File: src/rtl/aer_pkg.sv
// ---------------------------------------------------------------------------
// aer_pkg -- shared definitions for the AER output path.
//   * aer_state_e : handshake FSM states of aer_out_fifo
//   * aer_ret_e   : where WAIT_LOW goes once the acknowledge has dropped
//   * AW_* / DEPTH_* : supported ranges of the AW and DEPTH parameters
// ---------------------------------------------------------------------------
package aer_pkg;

  localparam int AW_MIN    = 4;
  localparam int AW_MAX    = 16;
  localparam int DEPTH_MIN = 2;
  localparam int DEPTH_MAX = 64;

  typedef enum logic [2:0] {
    ST_IDLE     = 3'd0,
    ST_MON_HI   = 3'd1,
    ST_MON_LO   = 3'd2,
    ST_EVT      = 3'd3,
    ST_EVT_TS   = 3'd4,
    ST_WAIT_LOW = 3'd5
  } aer_state_e;

  typedef enum logic [1:0] {
    RET_IDLE     = 2'd0,
    RET_MON_LO   = 2'd1,
    RET_MON_DONE = 2'd2,
    RET_EVT_TS   = 2'd3
  } aer_ret_e;

endpackage

File: src/rtl/aer_evt_fifo.sv
// ---------------------------------------------------------------------------
// aer_evt_fifo -- synchronous event FIFO, power-of-two depth.
// Ports:
//   CLK, rst_activity      : clock, async active-high reset (pointers/level)
//   push_i, wr_data_i      : write request/data (ignored while full)
//   pop_i                  : read request (ignored while empty)
//   rd_data_o              : head entry (combinational)
//   level_o, full_o, empty_o : occupancy
// Storage is not reset; only pointers and level are.
// ---------------------------------------------------------------------------
module aer_evt_fifo #(
  parameter int W     = 8,
  parameter int DEPTH = 8
) (
  input  logic                     CLK,
  input  logic                     rst_activity,
  input  logic                     push_i,
  input  logic [W-1:0]             wr_data_i,
  input  logic                     pop_i,
  output logic [W-1:0]             rd_data_o,
  output logic [$clog2(DEPTH):0]   level_o,
  output logic                     full_o,
  output logic                     empty_o
);
  import aer_pkg::*;

  localparam int PW = $clog2(DEPTH);
  localparam logic [PW:0] FULL_LVL = (PW+1)'(DEPTH);

  logic [W-1:0]  mem_q [DEPTH];
  logic [PW-1:0] wptr_q, rptr_q;
  logic [PW:0]   level_q, level_d;
  logic          do_push, do_pop;

  assign full_o    = (level_q == FULL_LVL);
  assign empty_o   = (level_q == '0);
  assign level_o   = level_q;
  assign rd_data_o = mem_q[rptr_q];
  assign do_push   = push_i && !full_o;
  assign do_pop    = pop_i && !empty_o;

  always_comb begin
    level_d = level_q;
    case ({do_push, do_pop})
      2'b10:   level_d = level_q + (PW+1)'(1);
      2'b01:   level_d = level_q - (PW+1)'(1);
      default: level_d = level_q;
    endcase
  end

  // Pointers wrap naturally because DEPTH is a power of two.
  always_ff @(posedge CLK or posedge rst_activity) begin
    if (rst_activity) begin
      wptr_q  <= '0;
      rptr_q  <= '0;
      level_q <= '0;
    end else begin
      if (do_push) wptr_q <= wptr_q + PW'(1);
      if (do_pop)  rptr_q <= rptr_q + PW'(1);
      level_q <= level_d;
    end
  end

  always_ff @(posedge CLK) begin
    if (do_push) mem_q[wptr_q] <= wr_data_i;
  end

endmodule

File: src/rtl/aer_out_fifo.sv
// ---------------------------------------------------------------------------
// aer_out_fifo -- buffers spike events and monitor packets and sends them
// over a 4-phase AER request/acknowledge link.
// Ports:
//   CLK, rst_activity          : clock, async active-high reset
//   EVT_VALID/EVT_ADDR/EVT_READY : spike event input (READY = FIFO not full)
//   MON_EN/MON_VALID/MON_DATA/MON_READY : 2-word monitor packet input
//   FIFO_LEVEL, OVERFLOW       : occupancy and sticky drop flag
//   AEROUT_CTRL_BUSY           : FSM active or data pending
//   AEROUT_ADDR/REQ/ACK        : AER output link (ACK is asynchronous)
// Build option: define AER_OUT_TSTAMP_EN to append a timestamp word to
// every event (FIFO stores {addr, timestamp}).
// ---------------------------------------------------------------------------
module aer_out_fifo #(
  parameter int AW          = 8,
  parameter int DEPTH       = 8,
  parameter int SYNC_STAGES = 2
) (
  input  logic                   CLK,
  input  logic                   rst_activity,
  input  logic                   EVT_VALID,
  input  logic [AW-1:0]          EVT_ADDR,
  output logic                   EVT_READY,
  input  logic                   MON_EN,
  input  logic                   MON_VALID,
  input  logic [2*AW-1:0]        MON_DATA,
  output logic                   MON_READY,
  output logic [$clog2(DEPTH):0] FIFO_LEVEL,
  output logic                   OVERFLOW,
  output logic                   AEROUT_CTRL_BUSY,
  output logic [AW-1:0]          AEROUT_ADDR,
  output logic                   AEROUT_REQ,
  input  logic                   AEROUT_ACK
);
  import aer_pkg::*;

`ifdef AER_OUT_TSTAMP_EN
  localparam int FW = 2 * AW;
`else
  localparam int FW = AW;
`endif

  aer_state_e             state_q, state_d;
  aer_ret_e               ret_q, ret_d;
  logic [AW-1:0]          addr_q, addr_d;
  logic                   req_q, req_d;
  logic [2*AW-1:0]        mon_buf_q;
  logic                   mon_full_q, mon_clr;
  logic                   overflow_q;
  logic [SYNC_STAGES-1:0] ack_sync_q;
  logic                   ack_s;
  logic                   fifo_pop, fifo_full, fifo_empty;
  logic [FW-1:0]          fifo_wr, fifo_rd;
  logic [AW-1:0]          head_addr;

`ifdef AER_OUT_TSTAMP_EN
  logic [AW-1:0] ts_cnt_q, ts_q, ts_d;
  assign fifo_wr = {EVT_ADDR, ts_cnt_q};
`else
  assign fifo_wr = EVT_ADDR;
`endif
  assign head_addr = fifo_rd[FW-1 -: AW];

  aer_evt_fifo #(.W(FW), .DEPTH(DEPTH)) u_fifo (
    .CLK          (CLK),
    .rst_activity (rst_activity),
    .push_i       (EVT_VALID),
    .wr_data_i    (fifo_wr),
    .pop_i        (fifo_pop),
    .rd_data_o    (fifo_rd),
    .level_o      (FIFO_LEVEL),
    .full_o       (fifo_full),
    .empty_o      (fifo_empty)
  );

  assign ack_s            = ack_sync_q[SYNC_STAGES-1];
  assign EVT_READY        = !fifo_full;
  assign MON_READY        = !mon_full_q;
  assign OVERFLOW         = overflow_q;
  assign AEROUT_REQ       = req_q;
  assign AEROUT_ADDR      = addr_q;
  assign AEROUT_CTRL_BUSY = (state_q != ST_IDLE) || !fifo_empty || mon_full_q;

  always_comb begin
    state_d  = state_q;
    ret_d    = ret_q;
    addr_d   = addr_q;
    req_d    = req_q;
    fifo_pop = 1'b0;
    mon_clr  = 1'b0;
`ifdef AER_OUT_TSTAMP_EN
    ts_d     = ts_q;
`endif
    case (state_q)
      ST_IDLE: begin
        // Monitor packet wins over queued events.
        if (mon_full_q) begin
          state_d = ST_MON_HI;
          addr_d  = mon_buf_q[2*AW-1:AW];
          req_d   = 1'b1;
        end else if (!fifo_empty && !ack_s) begin
          state_d  = ST_EVT;
          addr_d   = head_addr;
          req_d    = 1'b1;
          fifo_pop = 1'b1;
`ifdef AER_OUT_TSTAMP_EN
          ts_d     = fifo_rd[AW-1:0];
`endif
        end
      end
      ST_MON_HI, ST_MON_LO, ST_EVT, ST_EVT_TS: begin
        if (ack_s) begin
          req_d   = 1'b0;
          state_d = ST_WAIT_LOW;
          case (state_q)
            ST_MON_HI: ret_d = RET_MON_LO;
            ST_MON_LO: ret_d = RET_MON_DONE;
`ifdef AER_OUT_TSTAMP_EN
            ST_EVT:    ret_d = RET_EVT_TS;
`endif
            default:   ret_d = RET_IDLE;
          endcase
        end
      end
      ST_WAIT_LOW: begin
        if (!ack_s) begin
          case (ret_q)
            RET_MON_LO: begin
              state_d = ST_MON_LO;
              addr_d  = mon_buf_q[AW-1:0];
              req_d   = 1'b1;
            end
            RET_MON_DONE: begin
              state_d = ST_IDLE;
              mon_clr = 1'b1;
            end
            RET_EVT_TS: begin
`ifdef AER_OUT_TSTAMP_EN
              state_d = ST_EVT_TS;
              addr_d  = ts_q;
              req_d   = 1'b1;
`else
              state_d = ST_IDLE;
`endif
            end
            default: state_d = ST_IDLE;
          endcase
        end
      end
      default: begin
        state_d = ST_IDLE;
        req_d   = 1'b0;
      end
    endcase
  end

  always_ff @(posedge CLK or posedge rst_activity) begin
    if (rst_activity) begin
      state_q    <= ST_IDLE;
      ret_q      <= RET_IDLE;
      addr_q     <= '0;
      req_q      <= 1'b0;
      ack_sync_q <= '0;
      overflow_q <= 1'b0;
      mon_buf_q  <= '0;
      mon_full_q <= 1'b0;
    end else begin
      state_q    <= state_d;
      ret_q      <= ret_d;
      addr_q     <= addr_d;
      req_q      <= req_d;
      ack_sync_q <= {ack_sync_q[SYNC_STAGES-2:0], AEROUT_ACK};
      if (EVT_VALID && fifo_full) overflow_q <= 1'b1;
      // Clearing only happens while full, so it never races a new latch.
      if (mon_clr) begin
        mon_full_q <= 1'b0;
      end else if (MON_VALID && MON_EN && !mon_full_q) begin
        mon_buf_q  <= MON_DATA;
        mon_full_q <= 1'b1;
      end
    end
  end

`ifdef AER_OUT_TSTAMP_EN
  always_ff @(posedge CLK or posedge rst_activity) begin
    if (rst_activity) begin
      ts_cnt_q <= '0;
      ts_q     <= '0;
    end else begin
      ts_cnt_q <= ts_cnt_q + AW'(1);
      ts_q     <= ts_d;
    end
  end
`endif

endmodule

File: config.mk
export PLATFORM = sky130hd
export DESIGN_NAME = aer_out_fifo
export DESIGN_NICKNAME = d
export VERILOG_FILES = /design/src/rtl/aer_pkg.sv /design/src/rtl/aer_evt_fifo.sv /design/src/rtl/aer_out_fifo.sv
export SDC_FILE = /design/constraint.sdc
export NUM_CORES = 1
export LEC_CHECK = 0
export CAP_MARGIN = 20
export CORE_ASPECT_RATIO = 0.5
export CORE_MARGIN = 3
export CORE_UTILIZATION = 45
export DETAILED_ROUTE_END_ITERATION = 12
export PLACE_DENSITY = 0.63
export SYNTH_ARGS = -nofsm -noshare
export SYNTH_HDL_FRONTEND = slang
export SYNTH_SLANG_ARGS = --single-unit
export TNS_END_PERCENT = 10
File: constraint.sdc
create_clock -name CLK -period 3.3 [get_ports CLK]
set_clock_uncertainty 0.1 [all_clocks]
set_input_delay 0.99 -clock CLK [delete_from_list [all_inputs] [get_ports CLK]]
set_output_delay 0.99 -clock CLK [all_outputs]
set_load 0.01 [all_outputs]
* Word level (Yosys, flattened, before mapping)
Memories as Yosys holds them, arrays and structs flattened.
Cells that the tools add are included.
** Storage, ports and cells
- Logic and storage cells :: 84
- Input bits :: 30
- Register bits :: 44
- RAM bits :: 64
- Memories kept :: 1
- Output and inout port bits :: 17
** Cells by class
- Multiplexer cells :: 29
- Reduce and logical (&&, ||, !) cells :: 24
- Eq/ne operators :: 14
- Bitwise operators :: 1
- $add $sub $neg :: 4
** Memory list
- u_fifo.mem_q :: words 8, width 8, rd ports 1, clocked after Yosys merged registers in 0, wr ports 1, RTL line aer_evt_fifo.sv:30 : logic [W-1:0] mem_q [DEPTH];
** Operator list (number)
- 2-to-1 mux 8 bit :: 4
- one-hot mux 8 bit (2 select lines) :: 1
- 2-to-1 mux 1 bit :: 15
- 2-to-1 mux 3 bit :: 4
- one-hot mux 3 bit (3 select lines) :: 1
- one-hot mux 4 bit (2 select lines) :: 1
- AND reduction 4 bit :: 2
- adder 3 x 1 -> 3 bit, second input constant :: 2
- equality test 3 x 2 -> 1 bit, second input constant :: 2
- equality test 3 bit, second input constant :: 2
- logical AND 1 bit :: 6
- inequality test 2 bit, second input constant :: 3
- nonzero test 2 bit :: 3
- adder 4 x 1 -> 4 bit, second input constant :: 1
- equality test 2 x 1 -> 1 bit, second input constant :: 2
- equality test 2 bit, second input constant :: 2
- equality test 4 bit, second input constant :: 1
- logical NOT 1 bit :: 4
- logical NOT 4 bit :: 1
- one-hot mux 2 bit (2 select lines) :: 1
- AND reduction 2 bit :: 2
- OR reduction 4 bit :: 1
- subtractor 4 x 1 -> 4 bit, second input constant :: 1
- equality test 3 x 1 -> 1 bit, second input constant :: 1
- 8 further kinds :: 9

* Logic depth before layout (Yosys ltp)
- Depth in word-level cells :: 9
- Gate-level depth with buffers :: 11

* By module
Synthesis repeated with hierarchy kept, for this count alone.
** Second synthesis, totals
- Cell total of the unflattened synthesis :: 285
- Area, all modules :: 4845.9 sq um
** Modules (own cells, without submodules)
- aer_evt_fifo :: area each 3135.5 sq um, instances 1, cells each 161, sequential area each 2172.1 sq um
- aer_out_fifo :: area each 1710.4 sq um, instances 1, cells each 124, sequential area each 850.8 sq um

* Worst setup path before layout
Ideal clock, no wire load.
- Path kind :: reg2reg
- Start :: register u_fifo.level_q[1], in the netlist u_fifo.level_o[1]
- End :: register u_fifo.level_q[2], in the netlist u_fifo.level_o[2]
- Data arrival time :: 2.387 ns
- Path slack :: 0.680 ns
- Period minus slack after synthesis :: 2.620 ns
- Stages on the path, launching flop included :: 12
- Cells stage by stage :: dfrtp_1 > buf_6 > or4b_1 > and2_1 > inv_2 > ha_1 > xor2_1 > ha_1 > a21oi_1 > xor2_1 > nor2_1 > xor2_1
** RTL lines
- from (decl) :: RTL line aer_evt_fifo.sv:32 : logic [PW:0] level_q, level_d;
- from (signal assigned) :: RTL line aer_evt_fifo.sv:60 : level_q <= level_d;
- equality test 4 bit * :: RTL line aer_evt_fifo.sv:35 : assign full_o = (level_q == FULL_LVL);
- logical NOT 1 bit *
- net EVT_READY :: RTL line aer_out_fifo.sv:23 : output logic EVT_READY,
- logical AND 1 bit * :: RTL line aer_evt_fifo.sv:39 : assign do_push = push_i && !full_o;
- equality test 2 x 1 -> 1 bit / equality test 2 bit (equally long branches) :: RTL line aer_evt_fifo.sv:44 : case ({do_push, do_pop})
- one-hot mux 4 bit (2 select lines) / nonzero test 2 bit (equally long branches)
Mark *: on every way through the listed nets, which the timed path passes. The rest lies on a longest branch.
A chain may end at the register's enable or synchronous reset.

* Worst setup path in the final report
- Start :: register u_fifo.level_q[0], in the netlist u_fifo.level_o[0]
- End :: output EVT_READY
** Between the ends
- Cells in the longest elaborated chain, start to end :: 2
** Ends and longest elaborated chain
- equality test 4 bit :: RTL line aer_evt_fifo.sv:35
- logical NOT 1 bit :: RTL line aer_out_fifo.sv:77 : assign EVT_READY = !fifo_full;
- to (decl) :: RTL line aer_out_fifo.sv:23
No other way between the ends.

==> metrics.md <==
| Metric | Value |
|---|---|
| Unique masters post-synth | `53` |
| Worst min path class | `register to register` |
| Total clock sinks | `108` |
| Most common cell in the netlist | `edfxtp_1` |
| Nets | `431` |
| Sequential element share of the synthesized area | `63.0%` |
| Total wire length | `9.72 mm` |
| RSZ-0062 raised after global routing | `false` |
| CP Class | `register to output pin` |
| Post-synth top area cell | `edfxtp_1` |
| Commonest cells post-synth | `64 x edfxtp_1, 45 x nand2_1, 44 x dfrtp_1, 33 x mux2i_1, 13 x a21oi_1` |
| DRT antenna net count | `0` |
| CTS tree | `built` |
| Largest net degree at the start of global routing | `28` |
| Cells after Synth | `341` |
| Initial Util | `48.4%` |
| Power density cells | `804 nW/um^2` |
| WL/cell | `18.1 um` |
| Sequential Area | `3020 um^2` |
| Average size of a mapped cell | `14.1 um^2` |
| Final period util | `92.7%` |
| Clock Latency Late Sink | `350 ps` |
| Rel. slew slack | `34.5%` |
| Max-cap violations | `0` |
| Vias in the first global route | `2877` |
| Die Ht | `79.0 um` |
| Area after DPL | `5430 um^2` |
| DRC | `0` |
| Rows | `25` |
| Layout fillers | `780` |
| Initial antenna violation count | `0` |
| Num CTS Buffers | `9` |
| Routability congestion estimate | `0.844` |
| Syn Nets | `376` |
| Finished Cell Area | `5740 um^2` |
| Slew @ Worst Pin | `983 ps` |
| Setup Viol. Count Final | `0` |
| Setup tns final | `0 ps` |
| Largest cells by area after synthesis | `edfxtp_1 40%, dfrtp_1 23%, mux2i_1 6.9%, nand2_1 3.5%, mux2_4 3.1%` |
| Clock transition at path regs | `70 ps` |
| #FFs+latches synth | `108` |
| Arrival @ worst endpoint | `1970 ps` |
| Ys Warns | `0` |
| Leak | `2.17 nW` |
| Post-CTS Setup Bufs | `0` |
| Multi-input gate area | `1630 um^2` |
| Initial DRT Pass Iterations | `4` |
| Syn-to-layout area delta | `19.6%` |
| FMAX | `327 MHz` |
| Vias per cell | `5.23` |
| First-pass GRT wire length | `15.6 mm` |
| Most used DFF post-synth | `edfxtp_1` |
| Worst path required time | `2210 ps` |
| CTS Root Cell | `clkbuf_16` |
| IO Port Bufs | `46` |
| Max clock buf depth | `2` |
| Final Hold Viols | `0` |
| Flop-to-flop setup slack | `550 ps` |
| Mapped Area | `4800 um^2` |
| Ratio of cells with drive above 1 in the final layout | `15.2%` |
| Fin crit period | `3060 ps` |
| Final core utilization | `57.9%` |
| Critical path fanouts, max | `7` |
| Ports | `47` |
| Worst Setup End Kind | `output pin` |
| Top cell type's share of synthesized area | `40.0%` |
| Die W | `152 um` |
| Outcome | `completed` |
| Async S/R FF share, synth | `40.7%` |
| Die area | `12000 um^2` |
| Fin. max-slew vios | `0` |
| Total gr overflow | `0` |
| Iter 0 DRT Violations | `177` |
| Dpl hpwl | `6.91 mm` |
| # diodes | `0` |
| EDFF count, synth | `64` |
| GRT Total Usage | `17.2%` |
| Startpoint types | `register` |
| Hold_buf cts | `0` |
| Max IR drop VDD | `0.000274 V` |
| H-tree levels | `3` |
| Core area | `9920 um^2` |
| Routed vias | `2802` |
| Cts repair resizes | `0` |
registers in the layout, summed over array words and instances, names as in the netlist:
register and cells:
u_fifo.mem_q 64, mon_buf_q 16, AEROUT_ADDR 8, u_fifo.level_o 4, state_q 3, u_fifo.rptr_q 3, u_fifo.wptr_q 3, ack_sync_q 2
ret_q 2, AEROUT_REQ 1, OVERFLOW 1, mon_full_q 1
worst paths after layout:
kind	cells after the start	end	startpoint
worst max-delay path	2	EVT_READY	u_fifo.level_o[0]
max in group asynchronous	3	AEROUT_ADDR[7]	rst_activity
worst min-delay path	0	ack_sync_q[1]	ack_sync_q[0]
worst max register to register	10	u_fifo.level_o[2]	u_fifo.level_o[0]
worst min register to register	0	ack_sync_q[1]	ack_sync_q[0]
min in group asynchronous	2	u_fifo.level_o[3]	rst_activity
report_power, final:
| part | total (mW) | internal [mW] | switching, mW |
|---|---|---|---|
| registers | 2.09 | 1.78 | 0.312 |
| clock network | 1.09 | 0.600 | 0.492 |
| logic | 1.43 | 0.717 | 0.714 |
layer usage:
| layer | routed length (um) | vias to the layer above | GRT usage (%) | share of wire (%) |
|---|---|---|---|---|
| met5 | 0 | - | 0 | 0 |
| li1 | - | 1365 | - | - |
| met1 | 4680 | 1367 | 24.2 | 48 |
| met2 | 4380 | 61 | 25.7 | 45 |
| met4 | 131 | 0 | 5.74 | 1.3 |
| met3 | 523 | 9 | 5.28 | 5.4 |
cells in the final DEF, fill, tap and decap left out, types with 2 or more instances in the layout:
| cell type | instances |
|---|---|
| nor2_1 | 10 |
| mux2_4 | 10 |
| xnor2_1 | 3 |
| o2bb2ai_1 | 8 |
| buf_4 | 12 |
| xor2_1 | 5 |
| clkbuf_16 | 9 |
| clkdlybuf4s50_1 | 46 |
| nand3b_1 | 2 |
| a221oi_1 | 2 |
| and2_1 | 3 |
| a21oi_1 | 13 |
| ha_1 | 5 |
| mux2i_1 | 33 |
| buf_12 | 2 |
| nor2b_1 | 4 |
| o21ai_0 | 7 |
| or4b_1 | 2 |
| edfxtp_1 | 64 |
| inv_8 | 2 |
| inv_1 | 5 |
| o21bai_1 | 2 |
| clkinv_4 | 2 |
| nor3_1 | 2 |
| a22oi_1 | 8 |
| mux2_1 | 7 |
| nand2_1 | 45 |
| a21o_2 | 8 |
| dfrtp_1 | 44 |
| a31oi_1 | 8 |
| nand2b_1 | 3 |
critical path: stages (launching register included):
cell and delay [ps]:
dfrtp_1 480, or4b_1 620, clkdlybuf4s50_1 520
cell type report:
cell class	count	share of cell area (%)
timing repair buffer	60	10.3
multi-input combinational	210	28.3
sequential	108	52.6
clock inverter	7	1.44
tap	135	2.94
inverter	7	0.458
clock buffer	9	3.92
stage by stage:
step	power [mW]	std cells	hold slack, ps	worst slack (ps)
global route	4.90	536	296	158
global placement	3.48	520	248	276
floorplan	3.03	341	231	680
CTS	4.65	536	284	212
detailed placement	3.54	520	252	141
finish	4.61	536	272	240
kinds of logic after synthesis:
group	count (synthesis)	synth area share, %
AO/OA/AOI/OAI	62	9.31
AND/OR/NAND/NOR	84	9.91
adder cells (fa/ha/maj)	5	1.30
multiplexers	51	11.9
buffers and inverters	23	3.15
XOR/XNOR	8	1.46
flip-flops	108	63.0
(Power assumes the default switching activity.)
